`src/rtl/led_pattern_gen_pkg.sv`:
```
// Shared definitions for the LED pattern generator: pattern mode codes and
// the per-mode sequence length used to detect the end of a pattern.
package led_pattern_pkg;

    localparam logic [1:0] MODE_BOUNCE = 2'd0;
    localparam logic [1:0] MODE_ROTATE = 2'd1;
    localparam logic [1:0] MODE_BINARY = 2'd2;
    localparam logic [1:0] MODE_BLINK  = 2'd3;

    // Wide enough for 2^16, the longest sequence (binary mode at 16 LEDs).
    localparam int SEQ_LEN_W = 17;

    function automatic logic [SEQ_LEN_W-1:0] seq_len(input logic [1:0] mode,
                                                     input int unsigned n);
        logic [SEQ_LEN_W-1:0] len;
        len = SEQ_LEN_W'(2);
        case (mode)
            MODE_BOUNCE: len = SEQ_LEN_W'(2 * n - 2);
            MODE_ROTATE: len = SEQ_LEN_W'(n);
            MODE_BINARY: len = SEQ_LEN_W'(1) << n;
            default:     len = SEQ_LEN_W'(2);
        endcase
        return len;
    endfunction

endpackage

```
`src/rtl/led_pattern_gen_prescaler.sv`:
```
// Power-of-two selectable prescaler: fires one tick every 2^(DIV_W-SPEED)
// cycles, can be frozen with PAUSE and restarted with CLR.
module led_prescaler #(
    parameter int DIV_W = 23
) (
    input  logic       CLK,
    input  logic       RST,
    input  logic [1:0] SPEED,
    input  logic       PAUSE,
    input  logic       CLR,
    output logic       tick
);

    logic [DIV_W-1:0] r_cnt;
    logic [DIV_W-1:0] w_thresh;

    assign w_thresh = {DIV_W{1'b1}} >> SPEED;

    // >= rather than == so a switch to a faster rate never waits for a wrap.
    assign tick = (r_cnt >= w_thresh) && !PAUSE && !CLR;

    always_ff @(posedge CLK) begin
        if (!RST) begin
            r_cnt <= '0;
        end else if (CLR || tick) begin
            r_cnt <= '0;
        end else if (!PAUSE) begin
            r_cnt <= r_cnt + DIV_W'(1);
        end
    end

endmodule

```
`src/rtl/led_pattern_gen.sv`:
```
// LED pattern generator: bounce, rotate, binary count or all-blink stepped by
// a prescaler, with registered LED drive and TICK/WRAP step strobes.
module led_pattern_gen
    import led_pattern_pkg::*;
#(
    parameter int N_LED = 4,
    parameter int DIV_W = 23
) (
    input  logic             CLK,
    input  logic             RST,
    input  logic [1:0]       MODE,
    input  logic [1:0]       SPEED,
    input  logic             PAUSE,
    output logic [N_LED-1:0] LED,
    output logic             TICK,
    output logic             WRAP
);

    localparam logic [N_LED-1:0] LP_N_LED  = N_LED'(N_LED);
    localparam logic [N_LED-1:0] LP_MIRROR = N_LED'(2 * N_LED - 2);
    localparam logic [N_LED-1:0] LP_ONE    = N_LED'(1);

    logic [1:0]           r_mode_q;
    logic [N_LED-1:0]     r_step;
    logic [N_LED-1:0]     r_led;
    logic                 r_tick;
    logic                 r_wrap;

    logic                 w_mode_chg;
    logic                 w_tick;
    logic                 w_last;
    logic [SEQ_LEN_W-1:0] w_len;

    function automatic logic [N_LED-1:0] decode(input logic [1:0]       mode,
                                                input logic [N_LED-1:0] step);
        logic [N_LED-1:0] pat;
        pat = '0;
        case (mode)
            MODE_BOUNCE: begin
                if (step < LP_N_LED) pat = LP_ONE << step;
                else                 pat = LP_ONE << (LP_MIRROR - step);
            end
            MODE_ROTATE: pat = LP_ONE << step;
            MODE_BINARY: pat = step;
            default:     pat = (step != '0) ? '1 : '0;
        endcase
        return pat;
    endfunction

    assign w_mode_chg = (MODE != r_mode_q);
    assign w_len      = seq_len(r_mode_q, N_LED);
    assign w_last     = (SEQ_LEN_W'(r_step) == (w_len - SEQ_LEN_W'(1)));

    // A mode change clears the prescaler so the new pattern starts a full period.
    led_prescaler #(
        .DIV_W (DIV_W)
    ) u_prescaler (
        .CLK   (CLK),
        .RST   (RST),
        .SPEED (SPEED),
        .PAUSE (PAUSE),
        .CLR   (w_mode_chg),
        .tick  (w_tick)
    );

    always_ff @(posedge CLK) begin
        if (!RST) begin
            r_mode_q <= MODE_BOUNCE;
            r_step   <= '0;
            r_led    <= '0;
            r_tick   <= 1'b0;
            r_wrap   <= 1'b0;
        end else begin
            r_mode_q <= MODE;
            if (w_mode_chg) begin
                r_step <= '0;
            end else if (w_tick) begin
                r_step <= w_last ? '0 : r_step + LP_ONE;
            end
            r_led  <= decode(r_mode_q, r_step);
            r_tick <= w_tick;
            r_wrap <= w_tick && w_last;
        end
    end

    assign LED  = r_led;
    assign TICK = r_tick;
    assign WRAP = r_wrap;

endmodule

```
`config.mk`:
```
export PLATFORM = sky130hd
export DESIGN_NAME = led_pattern_gen
export DESIGN_NICKNAME = d
export VERILOG_FILES = /design/src/rtl/led_pattern_gen_pkg.sv /design/src/rtl/led_pattern_gen_prescaler.sv /design/src/rtl/led_pattern_gen.sv
export SDC_FILE = /design/constraint.sdc
export NUM_CORES = 1
export LEC_CHECK = 0
export CAP_MARGIN = 20
export CORE_ASPECT_RATIO = 0.9
export CORE_UTILIZATION = 43
export CTS_CLUSTER_SIZE = 40
export DETAILED_ROUTE_END_ITERATION = 10
export GPL_TIMING_DRIVEN = 0
export PLACE_DENSITY_LB_ADDON = 0.1
export SLEW_MARGIN = 20
export SYNTH_ARGS = -nofsm -noshare
export SYNTH_HDL_FRONTEND = slang
export SYNTH_SLANG_ARGS = --single-unit
```
`constraint.sdc`:
```
create_clock -name CLK -period 5.1 [get_ports CLK]
set_clock_uncertainty 0.15 [all_clocks]
set_input_delay 1.02 -clock CLK [delete_from_list [all_inputs] [get_ports CLK]]
set_output_delay 1.02 -clock CLK [all_outputs]
set_load 0.02 [all_outputs]
```
* After elaboration in Yosys (flattened, before gate mapping)
Index checks and enable logic that the tools add are counted.
** Storage, ports and cells
- Register bits :: 35
- Latch bits :: 0
- RAM bits :: 0
- Bits in read-only memories :: 0
- Input bits :: 7
- Output and inout port bits :: 6
- Logic and storage cells :: 35
- Memories :: 0
** Cells by class
- $add $sub $neg :: 4
- $mul :: 0
- Divide/modulo/power cells :: 0
- $lt $le $gt $ge :: 2
- Eq/ne operators :: 4
- Shift-type cells :: 3
- Mux-type cells :: 5
- Bitwise gates (word level) :: 1
- Reduce and logical (&&, ||, !) cells :: 10
** Operators with widths (number)
- $add 23x1->23 const B :: 1
- $ge 23x23->1 :: 1
- $shr 23x2->23 const A :: 1
- $eq 4x17->1 :: 1
- $sub 17x1->17 const B :: 1
- $pmux 5 s3 :: 1
- $mux 4 :: 3
- $pmux 4 s3 :: 1
- $shl 1x4->4 const A :: 2
- $add 4x1->4 const B :: 1
- $lt 4x3->1 const B :: 1
- $reduce_bool 4->1 :: 1
- $reduce_or 2->1 :: 2
- $sub 3x4->4 const A :: 1
- $logic_and 1x1->1 :: 3
- $eq 2x1->1 const B :: 1
- $eq 2x2->1 const B :: 1
- $logic_not 1->1 :: 2
- $logic_not 2->1 :: 1
- $ne 2x2->1 :: 1
- $logic_or 1x1->1 :: 1
- $not 1->1 :: 1

* Depth between registers and ports, before layout
- Depth after elaboration :: 6
- Gate-level depth with buffers :: 9
- Depth with buffers taken out :: 9

* Modules after synthesis
A second synthesis with hierarchy kept.
** Unflattened totals
- Cell total of the unflattened synthesis :: 230
- Area, all modules :: 1959.4 µm²
** By module, submodules not included
- led_prescaler :: times used 1, cells each 149, area each 1249.9 µm², sequential area each 460.4 µm²
- led_pattern_gen :: times used 1, cells each 81, area each 709.4 µm², sequential area each 240.2 µm²

* Worst setup path before layout
OpenSTA, ideal clock, no wires.
- Path kind :: input to register
- Start point :: input SPEED[0]
- End point :: register u_prescaler.r_cnt[13]
- Setup time :: 0.114 ns
- Arrival :: 2.431 ns
- Setup slack :: 2.405 ns
- Stages on the path :: 8
- Buffers on the path :: 1
- Cells stage by stage :: or2_2 -> ha_1 -> nand3_1 -> nor3b_1 -> nand4_1 -> nand3_2 -> buf_6 -> nor2_1
** Between the ends
- Cells in the longest elaborated chain, start to end :: 6
** Ends and longest elaborated chain
- start: declaration :: RTL line led_pattern_gen.sv:12 : input logic [1:0] SPEED,
- $shr 23x2->23 :: RTL line led_pattern_gen_prescaler.sv:17 : assign w_thresh = {DIV_W{1'b1}} >> SPEED;
- $ge 23x23->1 :: RTL line led_pattern_gen_prescaler.sv:20 : assign tick = (r_cnt >= w_thresh) && !PAUSE && !CLR;
- $logic_and 1x1->1 (2 in series) :: RTL line led_pattern_gen_prescaler.sv:20
- $logic_or 1x1->1 :: RTL line led_pattern_gen_prescaler.sv:25 : end else if (CLR || tick) begin
- $reduce_or 2->1 (no line)
- end signal: assignment :: RTL line led_pattern_gen_prescaler.sv:28 : r_cnt <= r_cnt + DIV_W'(1);
- end: declaration :: RTL line led_pattern_gen_prescaler.sv:14 : logic [DIV_W-1:0] r_cnt;
Every way passes these cells.
A chain may end at the register's enable or synchronous reset.

* Worst setup path in the final report
- Start point :: input SPEED[1]
- End point :: register u_prescaler.r_cnt[7]
Same word-level chain as after synthesis.

==> reports/metrics.cfg <==
[yosys]
seq_area_frac_synth=0.3743
ys_ff_latch=35
ys_warn_count=0
synth_cell_types=42
syn-cell-area_um2=1872
async_flop_share=0
yosys.area_share.simple=0.2941
synthXorXnorAreaFrac=0.1263
synth-edff-count=0
muxShareOfSynthArea=0.005348
synth_top_family_by_area=simple AND/OR/NAND/NOR gates
syn_inst=213
syn_nets=232
syn_avg_cell_area_um2=8.788
synth-compound-area-share=0.08021
ys.flop_type=dfxtp_1
synthAdderAreaFrac=0.08021

[timing]
slew_headroom=0.6823
fin_crit_sh=0.6104
rsz0062_at_grt=no
finalHoldViolCount=0
fmax_mhz=321.2
fin_crit_ns=3.113
tns_ns=0
drv_slew=0
setup_viol=0
tightest_slew_ns=0.4726

[cts]
root_buffer=clkbuf_8
cts_resized=0
postCtsHoldBufs=0
htree_levels=2
clk_latency_ns=0.28
cts_buffer_depth=2
clkSlewWorstSetupHoldPaths_ns=0.07
clock-sinks=35
cts_tree=done
cts_setup_buffers=0
cts_buffers=5

[die]
die_area_um2=4621
dieHeight_um=64.59
ios=13
die_w_um=71.55
rows=22
core_region_area_um2=4129
start_util=0.4533

[cells_and_area]
mostFrequentLayoutCells=dfxtp_1 (35), nor2_1 (32), xor2_1 (19), nand2_1 (14), ha_1 (12)
nNetsFinal=250
drive_gt1_frac=0.08621
final_common_cell=dfxtp_1
layout.cells.non_filler=280
fillers=374
n_antenna_cell=0
areaGrowthSynthToFinish_pct=14.44

[drt]
drt-total-wl_um=3835
firstDrtPassIters=5
antenna_left=0
wire_per_inst_um=13.70
drc=0
drt_iter0_drc=143
via_count=1540
vias_per_cell=5.500

[run_status]
status=finished, final reports clean

[critical_path]
crit_fanout=10
crit_required_ns=5.13
crit_type=input port to flop
startpoint_type=input port
crit_arrival_ns=3.14
cp-end-kind=flop

[pwr]
power_per_cell_area_nw_per_um2=245.9
p_leak_nw=0.8021
ir_drop_uv=180.6

[grt]
antenna_found_initial=0
grt_pass1_vias=1539
grt_max_degree=11
grt_first_pass_wirelength_um=6706
track_usage=0.1859
grt-ovfl-total=0

[placement]
dp.final_hpwl_um=2867
dp.cells=272
place.gp.congestion=0.8987
io_buffers=11

[job]
cap_viol_max_count=0

[hold_path]
hp-class=flop to flop

## cell families (layout without fill, tap and decap cells)
kind of cell,Yosys count,in the layout
flops,35,35
xor+xnor,27,27
compound gates,25,25
simple gates,101,101
fa+ha+maj,12,12
buf+inv,12,31
mux,1,1
## Yosys cell counts (5+ instances only)
cell type   n  area, um^2
nand4_1     9       56.30
ha_1       12       150.1
and4_1      5       43.79
dfxtp_1    35       700.7
xor2_1     19       166.4
nor2_1     32       120.1
inv_1       5       18.77
nand3_1    10       50.05
a21oi_1    11       55.05
nand2_1    14       52.55
nor3_1      5       25.02
xnor2_1     8       70.07
## stage by stage
stage            util  hold WS, ns  total power [W]  setup WS (ns)  area, um^2
3_5_place_dp   0.4945       0.3725        0.0003179          1.726        2042
3_3_place_gp   0.4945       0.3473        0.0003165          1.800        2042
4_1_cts        0.5188       0.3895        0.0005341          2.014        2142
6_report       0.5188       0.3847        0.0005267          1.987        2142
5_1_grt        0.5188       0.4299        0.0005507          1.834        2142
2_1_floorplan       -       0.3292        0.0003058          2.405        1872
## final timing paths
| path | start | endpoint | slack (ns) | cells past startpoint |
|---|---|---|---|---|
| worst max-delay path | SPEED[1] | u_prescaler.r_cnt[7]$_SDFFE_PP0N_ | 1.99 | 9 |
| worst min-delay path | u_prescaler.r_cnt[16]$_SDFFE_PP0N_ | u_prescaler.r_cnt[16]$_SDFFE_PP0N_ | 0.38 | 2 |
| worst max register to register | r_mode_q[0]$_SDFF_PN0_ | r_step[3]$_SDFFE_PP0P_ | 3.06 | 9 |
| worst min register to register | u_prescaler.r_cnt[16]$_SDFFE_PP0N_ | u_prescaler.r_cnt[16]$_SDFFE_PP0N_ | 0.38 | 2 |
## critical path, stage by stage
cell	delay (ns)
clkdlybuf4s50_1	0.45
or2_2	0.30
ha_1	0.30
nand3_1	0.08
nor3b_1	0.25
nand4_1	0.28
nand3_2	0.23
buf_6	0.17
nor2_1	0.06
## sequential cells by signal, summed over array words and instances, names as in the netlist
| name | count |
|---|---|
| WRAP | 1 |
| r_step | 4 |
| u_prescaler.r_cnt | 23 |
| r_mode_q | 2 |
| TICK | 1 |
| LED | 4 |
## per-layer routing
layer / up-vias / global-route usage / share of wire
li1: 769 / - / -
met1: 718 / 0.2334 / 0.47
met2: 44 / 0.2917 / 0.46
met3: 9 / 0.04666 / 0.051
met4: 0 / 0.1029 / 0.016
met5: - / 0 / 0
## report_power, final
part / total [W] / internal, W / leakage (nW) / switching [W]
sequential: 0.000278 / 0.000276 / 0.283 / 0.00000189
clock: 0.000215 / 0.000123 / 0.0515 / 0.0000916
combinational: 0.0000344 / 0.0000161 / 0.468 / 0.0000183
## area by class of cell
cell class                 instances  area, um^2  share of cell area
buffer                             7       55.05             0.02570
clock buffer                       8       100.1             0.04673
inverter                           5       18.77            0.008762
multi-input combinational        166        1097              0.5123
sequential                        35       700.7              0.3271
tap                               48       60.06             0.02804
timing repair buffer              11       110.1             0.05140
Note: power is estimated with default switching activity, not from simulation.
